File: config.mk
export PLATFORM = sky130hd
export DESIGN_NAME = freq_gate_counter
export DESIGN_NICKNAME = d
export VERILOG_FILES = /design/src/rtl/freq_pkg.sv /design/src/rtl/sig_sync_edge.sv /design/src/rtl/freq_gate_counter.sv
export SDC_FILE = /design/constraint.sdc
export NUM_CORES = 1
export LEC_CHECK = 0
export ABC_AREA = 1
export BUFFER_PORTS_ARGS = -buffer_cell sky130_fd_sc_hd__buf_2
export CELL_PAD_IN_SITES_DETAIL_PLACEMENT = 1
export CELL_PAD_IN_SITES_GLOBAL_PLACEMENT = 1
export CORE_MARGIN = 1.5
export CORE_UTILIZATION = 47
export CTS_CLUSTER_SIZE = 10
export DETAILED_ROUTE_END_ITERATION = 16
export HOLD_SLACK_MARGIN = 0.15
export PLACE_DENSITY = 0.89
export SLEW_MARGIN = 20
export SYNTH_ARGS = -nofsm -noshare
export SYNTH_HDL_FRONTEND = slang
export SYNTH_SLANG_ARGS = --single-unit
File: constraint.sdc
create_clock -name clk -period 3.7 [get_ports clk]
set_input_delay 0.37 -clock clk [delete_from_list [all_inputs] [get_ports clk]]
set_output_delay 0.37 -clock clk [all_outputs]
set_load 0.1 [all_outputs]
File: src/rtl/freq_pkg.sv
// Shared constants and state encoding for the frequency gate counter,
// the downstream BCD conversion stage and the display.
package freq_pkg;

   localparam int CNT_W           = 27;
   localparam int MAX_COUNT       = 99_999_999;
   localparam int GATE_CYCLES_DEF = 100_000_000;
   localparam int SYNC_STAGES_DEF = 2;

   typedef enum logic [0:0] {
      S_FLUSH = 1'b0,
      S_RUN   = 1'b1
   } state_t;

endpackage

File: src/rtl/sig_sync_edge.sv
// Multi-stage synchroniser for an asynchronous input followed by a rising-edge
// detector; edge_now is decoded from synchronised flops only.
module sig_sync_edge #(
   parameter int SYNC_STAGES = 2
) (
   input  logic clk,
   input  logic rst,
   input  logic sig_in,
   output logic edge_now
);

   logic [SYNC_STAGES-1:0] sync_reg;
   logic                   prev_reg;

   always_ff @(posedge clk) begin
      if (rst) begin
         sync_reg <= '0;
         prev_reg <= 1'b0;
      end else begin
         sync_reg <= {sync_reg[SYNC_STAGES-2:0], sig_in};
         prev_reg <= sync_reg[SYNC_STAGES-1];
      end
   end

   assign edge_now = sync_reg[SYNC_STAGES-1] & ~prev_reg;

endmodule

File: src/rtl/freq_gate_counter.sv
// Counts rising edges of sig_in over back-to-back windows of GATE_CYCLES clocks and
// publishes the saturated count. Optional macro FREQ_HOLD_EN adds a hold input.
module freq_gate_counter #(
   parameter int GATE_CYCLES = freq_pkg::GATE_CYCLES_DEF,
   parameter int CNT_W       = freq_pkg::CNT_W,
   parameter int MAX_COUNT   = freq_pkg::MAX_COUNT,
   parameter int SYNC_STAGES = freq_pkg::SYNC_STAGES_DEF
) (
   input  logic             clk,
   input  logic             rst,
   input  logic             sig_in,
   output logic [CNT_W-1:0] freq_out,
   output logic             freq_valid,
   output logic             overflow,
   output logic             gate_active
`ifdef FREQ_HOLD_EN
   ,
   input  logic             hold
`endif
);

   import freq_pkg::*;

   localparam int GATE_W  = $clog2(GATE_CYCLES);
   localparam int FLUSH_W = $clog2(SYNC_STAGES + 1);

   localparam logic [GATE_W-1:0]  GATE_LAST  = GATE_W'(GATE_CYCLES - 1);
   localparam logic [FLUSH_W-1:0] FLUSH_LAST = FLUSH_W'(SYNC_STAGES);
   localparam logic [CNT_W-1:0]   CNT_MAX    = CNT_W'(MAX_COUNT);

   state_t             state_reg;
   logic [FLUSH_W-1:0] flush_cnt_reg;
   logic [GATE_W-1:0]  gate_cnt_reg;
   logic [CNT_W-1:0]   edge_cnt_reg;
   logic               sat_reg;
   logic [CNT_W-1:0]   freq_out_reg;
   logic               overflow_reg;
   logic               valid_reg;
   logic               gate_active_reg;

   logic               edge_now;
   logic               hold_eff;
   logic               at_max;
   logic [CNT_W-1:0]   final_cnt;
   logic               final_ovf;

`ifdef FREQ_HOLD_EN
   assign hold_eff = hold;
`else
   assign hold_eff = 1'b0;
`endif

   sig_sync_edge #(
      .SYNC_STAGES(SYNC_STAGES)
   ) u_sync_edge (
      .clk      (clk),
      .rst      (rst),
      .sig_in   (sig_in),
      .edge_now (edge_now)
   );

   // An edge on the last gate cycle still belongs to the window that is closing.
   assign at_max    = (edge_cnt_reg == CNT_MAX);
   assign final_cnt = (edge_now && !at_max) ? edge_cnt_reg + 1'b1 : edge_cnt_reg;
   assign final_ovf = sat_reg | (edge_now & at_max);

   always_ff @(posedge clk) begin
      if (rst) begin
         state_reg       <= S_FLUSH;
         flush_cnt_reg   <= '0;
         gate_cnt_reg    <= '0;
         edge_cnt_reg    <= '0;
         sat_reg         <= 1'b0;
         freq_out_reg    <= '0;
         overflow_reg    <= 1'b0;
         valid_reg       <= 1'b0;
         gate_active_reg <= 1'b0;
      end else begin
         valid_reg <= 1'b0;
         case (state_reg)
            S_FLUSH: begin
               if (flush_cnt_reg == FLUSH_LAST) begin
                  state_reg       <= S_RUN;
                  gate_active_reg <= 1'b1;
               end else begin
                  flush_cnt_reg <= flush_cnt_reg + 1'b1;
               end
            end
            S_RUN: begin
               if (gate_cnt_reg == GATE_LAST) begin
                  gate_cnt_reg <= '0;
                  edge_cnt_reg <= '0;
                  sat_reg      <= 1'b0;
                  if (!hold_eff) begin
                     freq_out_reg <= final_cnt;
                     overflow_reg <= final_ovf;
                     valid_reg    <= 1'b1;
                  end
               end else begin
                  gate_cnt_reg <= gate_cnt_reg + 1'b1;
                  if (edge_now) begin
                     if (at_max) begin
                        sat_reg <= 1'b1;
                     end else begin
                        edge_cnt_reg <= edge_cnt_reg + 1'b1;
                     end
                  end
               end
            end
            default: state_reg <= S_FLUSH;
         endcase
      end
   end

   assign freq_out    = freq_out_reg;
   assign freq_valid  = valid_reg;
   assign overflow    = overflow_reg;
   assign gate_active = gate_active_reg;

endmodule

==> results of run 1 <==
-- tightest hold or removal path: cells and delay by family --
family	cells	cell delay [ns]
buffers and inverters	2	0.14
and+or+nand+nor	1	0.03
-- through the flow --
stage,utilization,instances
2_1_floorplan,-,736
3_3_place_gp,0.501,882
3_5_place_dp,0.501,882
4_1_cts,0.520,898
5_1_grt,0.520,898
6_report,0.520,898
-- routing by layer --
layer / GRT usage / vias up / wire [µm]
met4: 0.0840 / 0 / 170
met5: 0 / - / 0
met3: 0.0251 / 13 / 521
met2: 0.432 / 73 / 6490
li1: - / 2358 / -
met1: 0.350 / 2283 / 6430
-- cells in the final DEF, fill, tap and decap left out --
master      count
a211oi_1        1
nor2_1        113
a21oi_2        10
buf_4           4
o211ai_1        7
nor4_1          3
nand3b_1        2
nand4_2         1
xor2_1         22
o21bai_1        1
and3_1          2
nor2_8          1
a21oi_1        24
bufinv_16       1
and2_1          1
o21ai_2         3
nand2_1       220
dfxtp_1        91
inv_1          69
nand2_2        10
clkinv_2        1
clkbuf_8       10
clkinvlp_4      2
nor2_2         10
nor3b_1         1
nand3_4         1
clkbuf_1        2
inv_2           4
ha_1            3
buf_2          32
nor2_4          3
nor3_1         11
xnor2_1         3
nor3_2          1
nor4_2          1
nand3_2        11
o211ai_2        5
nand3_1        51
o21ai_0        15
nand4_1         9
-- worst min-delay path by stage --
stage                            start                      end  slack [ns]  cells after the start
2_1_floorplan  u_sync_edge.sync_reg[0]  u_sync_edge.sync_reg[1]        0.39                      2
5_1_grt                         sig_in  u_sync_edge.sync_reg[0]        0.23                      3
3_5_place_dp   u_sync_edge.sync_reg[0]  u_sync_edge.sync_reg[1]        0.41                      2
3_3_place_gp   u_sync_edge.sync_reg[0]  u_sync_edge.sync_reg[1]        0.39                      2
6_report                        sig_in  u_sync_edge.sync_reg[0]        0.20                      3
4_1_cts                         sig_in  u_sync_edge.sync_reg[0]        0.20                      3
-- power by group --
part / total [µW] / internal (µW) / switching (µW)
Clock: 693 / 331 / 362
Sequential: 1030 / 1000 / 26.1
Combinational: 146 / 36.7 / 109
-- logic make-up after synthesis --
family / share of synthesized area
DFF: 0.365
adders and majority gates: 0.00751
buffers and inverters: 0.0922
AOI/OAI and AO/OA: 0.0879
and+or+nand+nor: 0.404
xor gates and xnor gates: 0.0438
-- area by class of cell --
cell class                 instances  area, µm²  area share
sequential                        91       1820       0.340
timing repair buffer              36        190      0.0354
clock buffer                      12        145      0.0271
tap                              136        170      0.0317
inverter                          73        274      0.0511
clock inverter                     4       50.0     0.00933
multi-input combinational        546       2710       0.506
-- synth_stat cells --
master / instances
a211oi_1: 1
a21oi_1: 24
a21oi_2: 10
and2_1: 1
and3_1: 2
buf_12: 1
buf_2: 10
buf_4: 3
buf_6: 5
buf_8: 1
clkbuf_1: 6
dfxtp_1: 91
ha_1: 3
inv_1: 69
inv_2: 4
nand2_1: 220
nand2_2: 10
nand3_1: 51
nand3_2: 11
nand3_4: 1
nand3b_1: 2
nand4_1: 9
nand4_2: 1
nor2_1: 113
nor2_2: 10
nor2_4: 3
nor2_8: 1
nor3_1: 11
nor3_2: 1
nor3b_1: 1
nor4_1: 3
nor4_2: 1
o211ai_1: 7
o211ai_2: 5
o21ai_0: 15
o21ai_2: 3
o21bai_1: 1
xnor2_1: 3
xor2_1: 22
==> metrics.txt, run 1 <==
status complete, no violations; largest net degree at the start of global routing 41; WS Path Type reg2reg; number of buffers created by CTS 9; crit path launch type flip-flop; HP Class in2reg; final hold slack 0.205 ns; core box area 10300 µm²; Via density 5.26; CTS sink cnt 91; fin crit period 2.42 ns; Worst R2R Setup Slack 1.28 ns; Avg Cell Area, Syn 6.79 µm²; Worst R2R Path Depth 10; Detailed Place HPWL 9980 µm; NumNets Final 763; Pleak 0.00226 µW; Design Area, Final 5370 µm²; maxcap violations 0; share of the synthesized area in the top cell type 0.365; Power Density 348 nW/µm²; RSZ-0062 raised after global routing false; Area growth syn-to-layout 7.39%; slowest stage delay, CP 0.67 ns; synth top area cells dfxtp_1 (36%), nand2_1 (17%), nor2_1 (8.5%); clk_lat worst skew 0.37 ns; Starting Density 0.484; worst slack, placed 1.29 ns; CTS Hold Bufs 0; die span in x 106 µm; syn_nets 742; Area after DPL 5170 µm²; grt ovf 0; delay-heaviest family, CP simple AND/OR/NAND/NOR gates; DRC 0; die area 11300 µm²; period utilization 0.654; YS warnings 0; detailed-route wire length 13600 µm; Die Height 106 µm; DR pass1 iterations 4; Fillers 1404; initial drt markers 189; final slew viol count 0; Synth cell types 39; most used cell, CP nand2_2; crit path to edge_cnt_reg[10]; PostCTS Resize Cnt 0; H-tree Lvls 3; share of cells above drive strength 1 0.146; Fin Setup TNS 0 ns; ANT nets after route 0; WL/cell 15.2 µm; Final Hold Viols 0; final setup fails 0; Worst Path Buf+Inv 0; reg2reg start edge_cnt_reg[0]; clk_skew 0.00970 ns; vias 4727; worst path cell trace ha_1 > nand2_2 > nor2_4 > nand2_2 > nor2_2 > nand2_2 > nand3_4 > nor2_4 > nand2_1 > a21oi_1; ant diodes 0; CTS Buffer Depth 2; Global Route Usage Sum 0.258; worst setup path start edge_cnt_reg[0]; Root Buffer clkbuf_8; routability congestion estimate 0.882; Mapped Cells 736; Clock transition at path regs 0.09 ns; Worst Setup Slack, final 1.28 ns; Site Rows 37; critical path arrival 2.71 ns; post-synthesis sequential area ratio 0.365; slew margin rel. 0.581; mapped cell area 5000 µm²; Buffers on Ports 32; CTS tree built; Critical Path RT 3.99 ns; worst reg2reg endpoint edge_cnt_reg[10]; I/O pin count 33; CP max stage cell nor2_4; Max Clock Freq 413 MHz; CP endpoint kind flip-flop; first-pass GRT wire length 23300 µm; initial antenna violation count 0; Design Power 1870 µW; #FFs+latches synth 91; Max VDD drop 0.000271 V; stages on the worst setup path 10; vias in the first global route 4833; post-CTS setup buffer count 0; Least-Margin Pin Slew 0.627 ns; Synth area leader dfxtp_1; CP Max Fanout 30
No activity file was read; power rests on OpenSTA's default activity.
==> inputs of run 2 (changes only) <==
ABC_AREA = 0   (was 1)
CORE_UTILIZATION = 45   (was 47)
PLACE_DENSITY = 0.83   (was 0.89)
clock period = 2.3 ns   (was 3.7 ns; I/O delays follow)
==> metrics.txt, run 2 <==
CTS Buffer Depth 2; Site Rows 35; DR pass1 iterations 4; critical path arrival 2.45 ns; hold_sp rst; switch share 0.266; vias 3754; DRC 0; Worst Path Buf+Inv 1; Max Clock Freq 462 MHz; clk_skew 0.0153 ns; Synth cell types 52; Final Hold Viols 0; ANT nets after route 0; NumNets Final 568; maxcap violations 0; Fin Setup TNS 0 ns; power share of the clock group 0.363; Synth Area in Adders 0.00867; most common cell in the netlist dfxtp_1; period utilization 0.941; largest net degree at the start of global routing 31; final setup fails 0; H-tree Lvls 3; Power Density 612 nW/µm²; initial antenna violation count 0; Worst Setup Slack, final 0.136 ns; worst path cell trace ha_1 > nand3_1 > or2_4 > o31a_2 > o22ai_2 > buf_12 > a21oi_1 > mux2i_1; CP endpoint kind flip-flop; Critical Path RT 2.59 ns; Root Buffer clkbuf_8; internal power 2260 µW; Synth Area in Compound Gates 0.101; Post-Layout Cell Count 696; CP Max Fanout 20; Design Area, Final 5020 µm²; Pleak 0.00182 µW; mux contribution to synthesized area 0.0208; Area after DPL 4750 µm²; Die Height 101 µm; Global Route Usage Sum 0.233; Post-synth top cells dfxtp_1 (91), nand2_1 (72), nor2_1 (57); mapped cell area 4330 µm²; die span in x 101 µm; vias in the first global route 3823; worst slack, placed -0.0338 ns; main combinational cell family by area after synthesis simple AND/OR/NAND/NOR gates; final slew viol count 0; I/O pin count 33; WL/cell 16.2 µm; post-synthesis sequential area ratio 0.421; ant diodes 0; Post-Synth Simple-Gate Area 0.289; post-synthesis xor/xnor area fraction 0.107; detailed-route wire length 11300 µm; status complete, no violations; Buffers on Ports 32; Worst R2R Path Depth 8; RSZ-0062 raised after global routing false; first-pass GRT wire length 18700 µm; YS warnings 0; delay-heaviest family, CP compound AO/OA/AOI/OAI gates; CP max stage cell o31a_2; share of cells above drive strength 1 0.171; ys async rst share 0; Mapped Cells 520; Detailed Place HPWL 8030 µm; CTS sink cnt 91; Fillers 1144; number of buffers created by CTS 9; Post-synth EDFFs 0; clk_lat worst skew 0.37 ns; Via density 5.39; Clock transition at path regs 0.09 ns; WS Path Type reg2reg; worst reg2reg endpoint edge_cnt_reg[12]; die area 10200 µm²; Sequential Area 1820 µm²; Area growth syn-to-layout 16.1%; most frequent cells in the layout dfxtp_1 (89), nand2_1 (72), nor2_1 (57); grt ovf 0; HP Class in2reg; Worst R2R Setup Slack 0.14 ns; slew margin rel. 0.672; #FFs+latches synth 91; NetSw 819 µW; routability congestion estimate 0.798; syn_nets 526; share of the synthesized area in the top cell type 0.421; crit path launch type flip-flop; Least-Margin Pin Slew 0.496 ns; Synth area leader dfxtp_1; final core utilization 0.541; Max VDD drop 0.000510 V; core box area 9280 µm²; CTS tree built; synth top area cells dfxtp_1 (42%), xnor2_1 (7.1%), nand2_1 (6.2%); worst setup path start edge_cnt_reg[1]; fin crit period 2.16 ns; Avg Cell Area, Syn 8.32 µm²; placed instance count 677; slowest stage delay, CP 0.45 ns; main flop type after synthesis dfxtp_1; Starting Density 0.466; share of power burned in registers 0.537; area of the multi-input gates 2330 µm²; combinational share of power 0.100; initial drt markers 103; stages on the worst setup path 8; most common cell after layout, fill and taps aside dfxtp_1; crit path to edge_cnt_reg[12]; reg2reg start edge_cnt_reg[1]
==> run 2: cell types whose count changed in the layout (fill, tap and decap cells not counted), moves of 12 or more <==
cell     before  now
nand2_1     220   72
o21ai_1       0   12
nand3_1      51   32
buf_4         4   25
or3_1         0   14
inv_1        69   17
xnor2_1       3   35
nor2_1      113   57
==> run 2: worst min-delay path by stage <==
stage                         endpoint  slack [ns]  cells after the start
2_1_floorplan  u_sync_edge.sync_reg[0]        0.36                      1
3_3_place_gp   u_sync_edge.sync_reg[1]        0.42                      1
3_5_place_dp              freq_out[25]        0.44                      2
4_1_cts                      state_reg        0.22                      2
5_1_grt                    gate_active        0.26                      2
6_report                     state_reg        0.24                      2
==> run 2: area by class of cell <==
class | instances | share of cell area
well taps | 129 | 0.0321
inverters | 17 | 0.0127
multi-input cells | 381 | 0.464
clock buffers | 11 | 0.0281
repair buffers | 62 | 0.0872
clock inverters | 5 | 0.0125
flip-flops and latches | 91 | 0.363
==> run 2: kinds of logic after synthesis <==
logic type	count (synthesis)
AND/OR/NAND/NOR	243
flip-flops	91
AO/OA/AOI/OAI	73
XOR/XNOR	53
buffers and inverters	48
multiplexers	9
adder cells (fa/ha/maj)	3
==> run 2: power by group through the flow <==
| stage | Sequential (µW) | Clock (µW) | Combinational [µW] |
|---|---|---|---|
| floorplan | 1700 | 0 | 187 |
| global placement | 1680 | 0 | 277 |
| detailed placement | 1690 | 0 | 298 |
| CTS | 1650 | 1140 | 301 |
| global route | 1660 | 1220 | 337 |
| finish | 1650 | 1120 | 308 |
==> run 2: repair_timing <==
action / 4_1_cts / 5_1_grt
pin swaps: 1 / 1
hold endpoints to repair: 1 / 0
endpoints found under the setup margin: 34 / 81
hold buffers: 1 / 0
gates resized for setup: 0 / 11
buffers inserted: 1 / 1
==> run 2: worst register-to-register path: stages (launching register included) <==
cell and delay (ns):
dfxtp_1 0.41, ha_1 0.20, nand3_1 0.10, or2_4 0.28, o31a_2 0.46, o22ai_2 0.21
buf_12 0.20, a21oi_1 0.07, mux2i_1 0.17
==> run 2: through the flow <==
step           hold WS (ns)  power, µW
3_3_place_gp          0.416       1960
2_1_floorplan         0.358       1890
6_report              0.241       3080
5_1_grt               0.261       3220
4_1_cts               0.222       3090
3_5_place_dp          0.437       1980
==> run 2: routing by layer <==
metal,up-vias,share of wire,GRT usage
met1,1838,0.45,0.288
li1,1849,-,-
met4,0,0.015,0.0844
met5,-,0,0
met2,55,0.51,0.414
met3,12,0.030,0.0277
